--- src/rtl/tbox_arbiter_if.sv ---
// Bundle for the shared T-box arbiter: two lookup requesters, the ROM bank port and the response side.
interface tbox_arbiter_if;
    logic        req0_valid;
    logic [7:0]  req0_a;
    logic [1:0]  req0_sel;
    logic        req0_ready;
    logic        req1_valid;
    logic [7:0]  req1_a;
    logic [1:0]  req1_sel;
    logic        req1_ready;
    logic [7:0]  rom_a;
    logic [1:0]  rom_sel;
    logic [31:0] rom_q;
    logic        rsp0_valid;
    logic        rsp1_valid;
    logic [31:0] rsp_data;
    logic        busy;

    modport slave (
        input  req0_valid, req0_a, req0_sel,
        input  req1_valid, req1_a, req1_sel,
        input  rom_q,
        output req0_ready, req1_ready,
        output rom_a, rom_sel,
        output rsp0_valid, rsp1_valid, rsp_data, busy
    );

    modport master (
        output req0_valid, req0_a, req0_sel,
        output req1_valid, req1_a, req1_sel,
        output rom_q,
        input  req0_ready, req1_ready,
        input  rom_a, rom_sel,
        input  rsp0_valid, rsp1_valid, rsp_data, busy
    );
endinterface

--- src/rtl/tbox_arbiter.sv ---
// Round-robin arbiter sharing one inverse T-box ROM between two requesters;
// responses return in acceptance order ROM_LAT+1 cycles after the grant.
module tbox_arbiter #(
    parameter int unsigned ROM_LAT = 1
) (
    input logic           clk,
    input logic           rst,
    tbox_arbiter_if.slave bus
);
    // 1 when requester 1 won the most recent accepted lookup
    logic               last_grant;
    logic               grant1;
    logic               ready0;
    logic               ready1;
    logic               accept;
    logic [ROM_LAT-1:0] tag_v;
    logic [ROM_LAT-1:0] tag_id;
    logic               tail_v;
    logic               tail_id;
    logic               rsp0_q;
    logic               rsp1_q;
    logic [31:0]        rsp_data_q;

    always_comb begin
        grant1 = bus.req1_valid && (!bus.req0_valid || !last_grant);
        ready0 = !rst && bus.req0_valid && !grant1;
        ready1 = !rst && grant1;
        accept = ready0 || ready1;
    end

    assign bus.req0_ready = ready0;
    assign bus.req1_ready = ready1;
    assign bus.rom_a      = grant1 ? bus.req1_a   : (bus.req0_valid ? bus.req0_a   : '0);
    assign bus.rom_sel    = grant1 ? bus.req1_sel : (bus.req0_valid ? bus.req0_sel : '0);

    assign tail_v  = tag_v[ROM_LAT-1];
    assign tail_id = tag_id[ROM_LAT-1];

    // Tag pipeline tracks rom_q; the oldest tag qualifies the word captured from the bank.
    always_ff @(posedge clk) begin
        if (rst) begin
            last_grant <= 1'b1;
            tag_v      <= '0;
            tag_id     <= '0;
            rsp0_q     <= 1'b0;
            rsp1_q     <= 1'b0;
            rsp_data_q <= '0;
        end else begin
            if (accept) begin
                last_grant <= grant1;
            end
            tag_v  <= ROM_LAT'({tag_v, accept});
            tag_id <= ROM_LAT'({tag_id, grant1});
            rsp0_q <= tail_v && !tail_id;
            rsp1_q <= tail_v && tail_id;
            if (tail_v) begin
                rsp_data_q <= bus.rom_q;
            end
        end
    end

    assign bus.rsp0_valid = rsp0_q;
    assign bus.rsp1_valid = rsp1_q;
    assign bus.rsp_data   = rsp_data_q;
    assign bus.busy       = !rst && ((|tag_v) || rsp0_q || rsp1_q);
endmodule

--- src/flat_wrapper.sv ---
// flat-port wrapper written by rule: the top's interface ports become plain ports
module tbox_arbiter_flat 
#(
    parameter int unsigned ROM_LAT = 1
)
  (clk, rst, bus_req0_valid, bus_req0_a, bus_req0_sel, bus_req1_valid, bus_req1_a, bus_req1_sel, bus_rom_q, bus_req0_ready, bus_req1_ready, bus_rom_a, bus_rom_sel, bus_rsp0_valid, bus_rsp1_valid, bus_rsp_data, bus_busy);
  tbox_arbiter_if bus_i ();
  input logic clk;
  input logic rst;
  input wire logic [$bits(bus_i.req0_valid)-1:0] bus_req0_valid;
  input wire logic [$bits(bus_i.req0_a)-1:0] bus_req0_a;
  input wire logic [$bits(bus_i.req0_sel)-1:0] bus_req0_sel;
  input wire logic [$bits(bus_i.req1_valid)-1:0] bus_req1_valid;
  input wire logic [$bits(bus_i.req1_a)-1:0] bus_req1_a;
  input wire logic [$bits(bus_i.req1_sel)-1:0] bus_req1_sel;
  input wire logic [$bits(bus_i.rom_q)-1:0] bus_rom_q;
  output wire logic [$bits(bus_i.req0_ready)-1:0] bus_req0_ready;
  output wire logic [$bits(bus_i.req1_ready)-1:0] bus_req1_ready;
  output wire logic [$bits(bus_i.rom_a)-1:0] bus_rom_a;
  output wire logic [$bits(bus_i.rom_sel)-1:0] bus_rom_sel;
  output wire logic [$bits(bus_i.rsp0_valid)-1:0] bus_rsp0_valid;
  output wire logic [$bits(bus_i.rsp1_valid)-1:0] bus_rsp1_valid;
  output wire logic [$bits(bus_i.rsp_data)-1:0] bus_rsp_data;
  output wire logic [$bits(bus_i.busy)-1:0] bus_busy;
  assign bus_i.req0_valid = bus_req0_valid;
  assign bus_i.req0_a = bus_req0_a;
  assign bus_i.req0_sel = bus_req0_sel;
  assign bus_i.req1_valid = bus_req1_valid;
  assign bus_i.req1_a = bus_req1_a;
  assign bus_i.req1_sel = bus_req1_sel;
  assign bus_i.rom_q = bus_rom_q;
  assign bus_req0_ready = bus_i.req0_ready;
  assign bus_req1_ready = bus_i.req1_ready;
  assign bus_rom_a = bus_i.rom_a;
  assign bus_rom_sel = bus_i.rom_sel;
  assign bus_rsp0_valid = bus_i.rsp0_valid;
  assign bus_rsp1_valid = bus_i.rsp1_valid;
  assign bus_rsp_data = bus_i.rsp_data;
  assign bus_busy = bus_i.busy;
  tbox_arbiter #(.ROM_LAT(ROM_LAT)) u_core (.clk(clk), .rst(rst), .bus(bus_i));
endmodule
--- config.mk ---
export PLATFORM = sky130hd
export DESIGN_NAME = tbox_arbiter_flat
export DESIGN_NICKNAME = d
export VERILOG_FILES = /design/src/rtl/tbox_arbiter_if.sv /design/src/rtl/tbox_arbiter.sv /design/src/flat_wrapper.sv
export SDC_FILE = /design/constraint.sdc
export NUM_CORES = 1
export LEC_CHECK = 0
export CELL_PAD_IN_SITES_DETAIL_PLACEMENT = 1
export CELL_PAD_IN_SITES_GLOBAL_PLACEMENT = 1
export CORE_ASPECT_RATIO = 2
export CORE_MARGIN = 2
export CORE_UTILIZATION = 22
export DETAILED_ROUTE_END_ITERATION = 8
export PLACE_DENSITY = 0.73
export SYNTH_ARGS = -nofsm -noshare
export SYNTH_HDL_FRONTEND = slang
export SYNTH_SLANG_ARGS = --single-unit
--- constraint.sdc ---
create_clock -name clk -period 1 [get_ports clk]
set_input_delay 0.2 -clock clk [delete_from_list [all_inputs] [get_ports clk]]
set_output_delay 0.2 -clock clk [all_outputs]
set_load 0.01 [all_outputs]
==> metrics, run 1 <==
endpoint type of the worst setup path output port; clock tree root buffer cell clkbuf_16; WP buf/inv 2; status finished, violations left; Worst setup SP type register; IO buf count between 100 and 150; CP Cell Sequence nand2b_4 -> buf_6 -> a32o_2 -> buf_6; dpl cell area roughly 2600 um2; hold slack ~0.41 ns; kind of critical path register to output port; count leader, synth dfxtp_1; post-synthesis net count roughly 190; CTS tree built; antenna viol nets, final 0; Slew Limit Fails 0; Post-DP HPWL 3810 um; Critical Path AT between 1 and 1.5 ns; Top delay family on crit path flip-flops; num rows 42; Final #Nets between 300 and 400; IO Pins approximately 100; Main synth FF type dfxtp_1; Yosys Warn Count 0; worst ir drop on vdd approximately 0.00091 V; static leakage 1.37 nW; Final Skew between 0.003 and 0.004 ns; final worst path period share 1.51; Detailed Route WL approximately 5400 um; number of max-cap violations 0; Syn Std Cell Area around 1500 um2; slowest stage delay, CP about 0.36 ns; area fraction of the dominant cell type after synthesis 0.504; PD cells about 1500 nW/um2; failing checks negative setup slack; most frequent cells after synthesis dfxtp_1, nor2_1, mux2i_1; Area Growth Syn to Fin 96.3%; Skew-Pair Late Insertion Delay around 0.28 ns; Worst EP required roughly 0.80 ns; GRT overflow 0; first-pass iteration count of the detailed router 4; top achievable clock speed approximately 0.66 GHz; Worst Slack Setup Final -0.506 ns; Netlist cell types 17; GRT Overall Usage 0.142; vias in the first global route 1534; syn_area_per_cell between 10 and 15 um2; register area share after synthesis 0.504; EDFF count, synth 0; Min-Delay Path Class input port to register; Fillers about 740; Worst path slowest cell dfxtp_4; Iteration-0 DRC Markers 38; CP Max Fanout 5; largest area contributor in the netlist dfxtp_1; Post-route DRC 0; Worst slew margin 0.849; routability cong. approximately 0.67; Fin. Hold Viols 0; initial antenna violation count 0; core area about 6600 um2; setup TNS -6.03 ns; pre-CTS WS -0.950 ns; design area 2890 um2; wire per inst between 15 and 20 um; share of cells above drive strength 1 0.406; # H-tree levels 2; Die Wd slightly above 60 um; fin crit period roughly 1.5 ns; Synth Instances between 100 and 150; Die Span Y between 100 and 150 um; Max clock buf depth 2; Async S/R FF share, synth 0; unrepaired setup endpoints after global routing true; via density per instance 4.23; Starting Density 0.224; first-pass GRT wire length approximately 7600 um; largest cells by area after synthesis dfxtp_1, mux2i_1, nor2_1; #FFs+latches synth 37; Vias 1477; final setup vio count 29; Clock Sinks 37; pin count of the biggest net entering global routing 20; Worst-path clk slew around 0.05 ns; Slew @ Worst Pin between 0.2 and 0.25 ns; Final Total Pwr about 0.0044 W; CTS buffer count 5; Ant. Diodes 0; most frequent CP cell buf_6; die area 7390 um2
## layout by cell type, fill, tap and decap left out, types with 2 or more instances in the layout
cell | netlist | routed
mux2i_2 | 0 | 2
buf_12 | 0 | 2
buf_4 | 0 | 11
clkbuf_16 | 0 | 8
nor2_1 | 35 | 34
dfxtp_1 | 37 | 31
buf_6 | 4 | 20
dfxtp_4 | 0 | 2
dlygate4sd2_1 | 0 | 3
buf_2 | 2 | 36
dfxtp_2 | 0 | 4
and2b_1 | 2 | 2
clkdlybuf4s50_1 | 0 | 52
a32o_2 | 0 | 10
mux2i_1 | 32 | 30
## repair_timing
item                       CTS  global route
setup buffers                5             5
resized for setup          217            12
pin swaps                    4             5
setup endpoints to repair   81            32
gates cloned                 1             3
hold buffers                 0             0
## worst paths after layout
check	start	endpoint	slack, ns	cells past startpoint
worst max-delay path	u_core.last_grant	bus_rom_sel[0]	-0.51	4
worst min-delay path	bus_req0_valid	u_core.tag_v	0.41	3
worst max register to register	u_core.last_grant	u_core.last_grant	-0.11	3
worst min register to register	u_core.tag_id	u_core.bus.rsp0_valid	0.43	1
## sequential cells by signal, summed over array words and instances (netlist names)
register and flops:
u_core.tag_v 1, u_core.last_grant 1, u_core.bus.rsp1_valid 1, u_core.bus.rsp0_valid 1, u_core.tag_id 1, u_core.bus.rsp_data 32
## metal layers
layer | GRT usage | wire [um] | vias to the layer above
met3 | 0.0323 | 248 | 10
met2 | 0.257 | 3140 | 50
li1 | - | - | 721
met5 | 0 | 0 | -
met1 | 0.136 | 1810 | 696
met4 | 0.0785 | 157 | 0
## power by group
group / total [W] / leakage, nW / internal (W) / switching, W
combinational: 0.000930 / 0.976 / 0.000579 / 0.000351
sequential: 0.00162 / 0.307 / 0.00157 / 0.0000520
clock: 0.00181 / 0.0841 / 0.00124 / 0.000563
total: 0.00435 / 1.37 / 0.00339 / 0.000966
## cell families after synthesis
kind of cell,share of synthesized area
and+or+nand+nor,0.128
AOI/OAI and AO/OA,0.0826
muxes,0.218
buffers and inverters,0.0681
DFF,0.504
## per-stage QoR
step | util | instances
after floorplan | - | 136
after detailed placement | 0.402 | 328
final | 0.439 | 349
after CTS | 0.416 | 342
after global routing | 0.439 | 349
after global placement | 0.402 | 328
## cell type report
class,count,area (um2),share of cell area
sequential,37,753,0.261
clock buffer,7,143,0.0494
clock inverter,1,30.0,0.0104
multi-input combinational,88,697,0.241
inverter,1,3.75,0.00130
tap,88,110,0.0381
timing repair buffer,127,1150,0.398
## worst reg2reg max path, delay by kind of cell, from the launching register on
family	cells	cell delay (ns)
buffers and inverters	1	0.13
AOI/OAI and AO/OA	1	0.25
DFF	1	0.38
and+or+nand+nor	1	0.24
(Power assumes the default switching activity.)
==> run 2: changes to the inputs <==
Settings changed: SLEW_MARGIN set to 10.
==> results of run 2 <==
Same layout as run 1: the final DEF is identical, and so are final timing and power.
==> run 3: changes to the inputs <==
Settings changed: ABC_CLOCK_PERIOD_IN_PS set to 1000.
==> results of run 3 <==
Same layout as run 1: the final DEF is identical, and so are final timing and power.
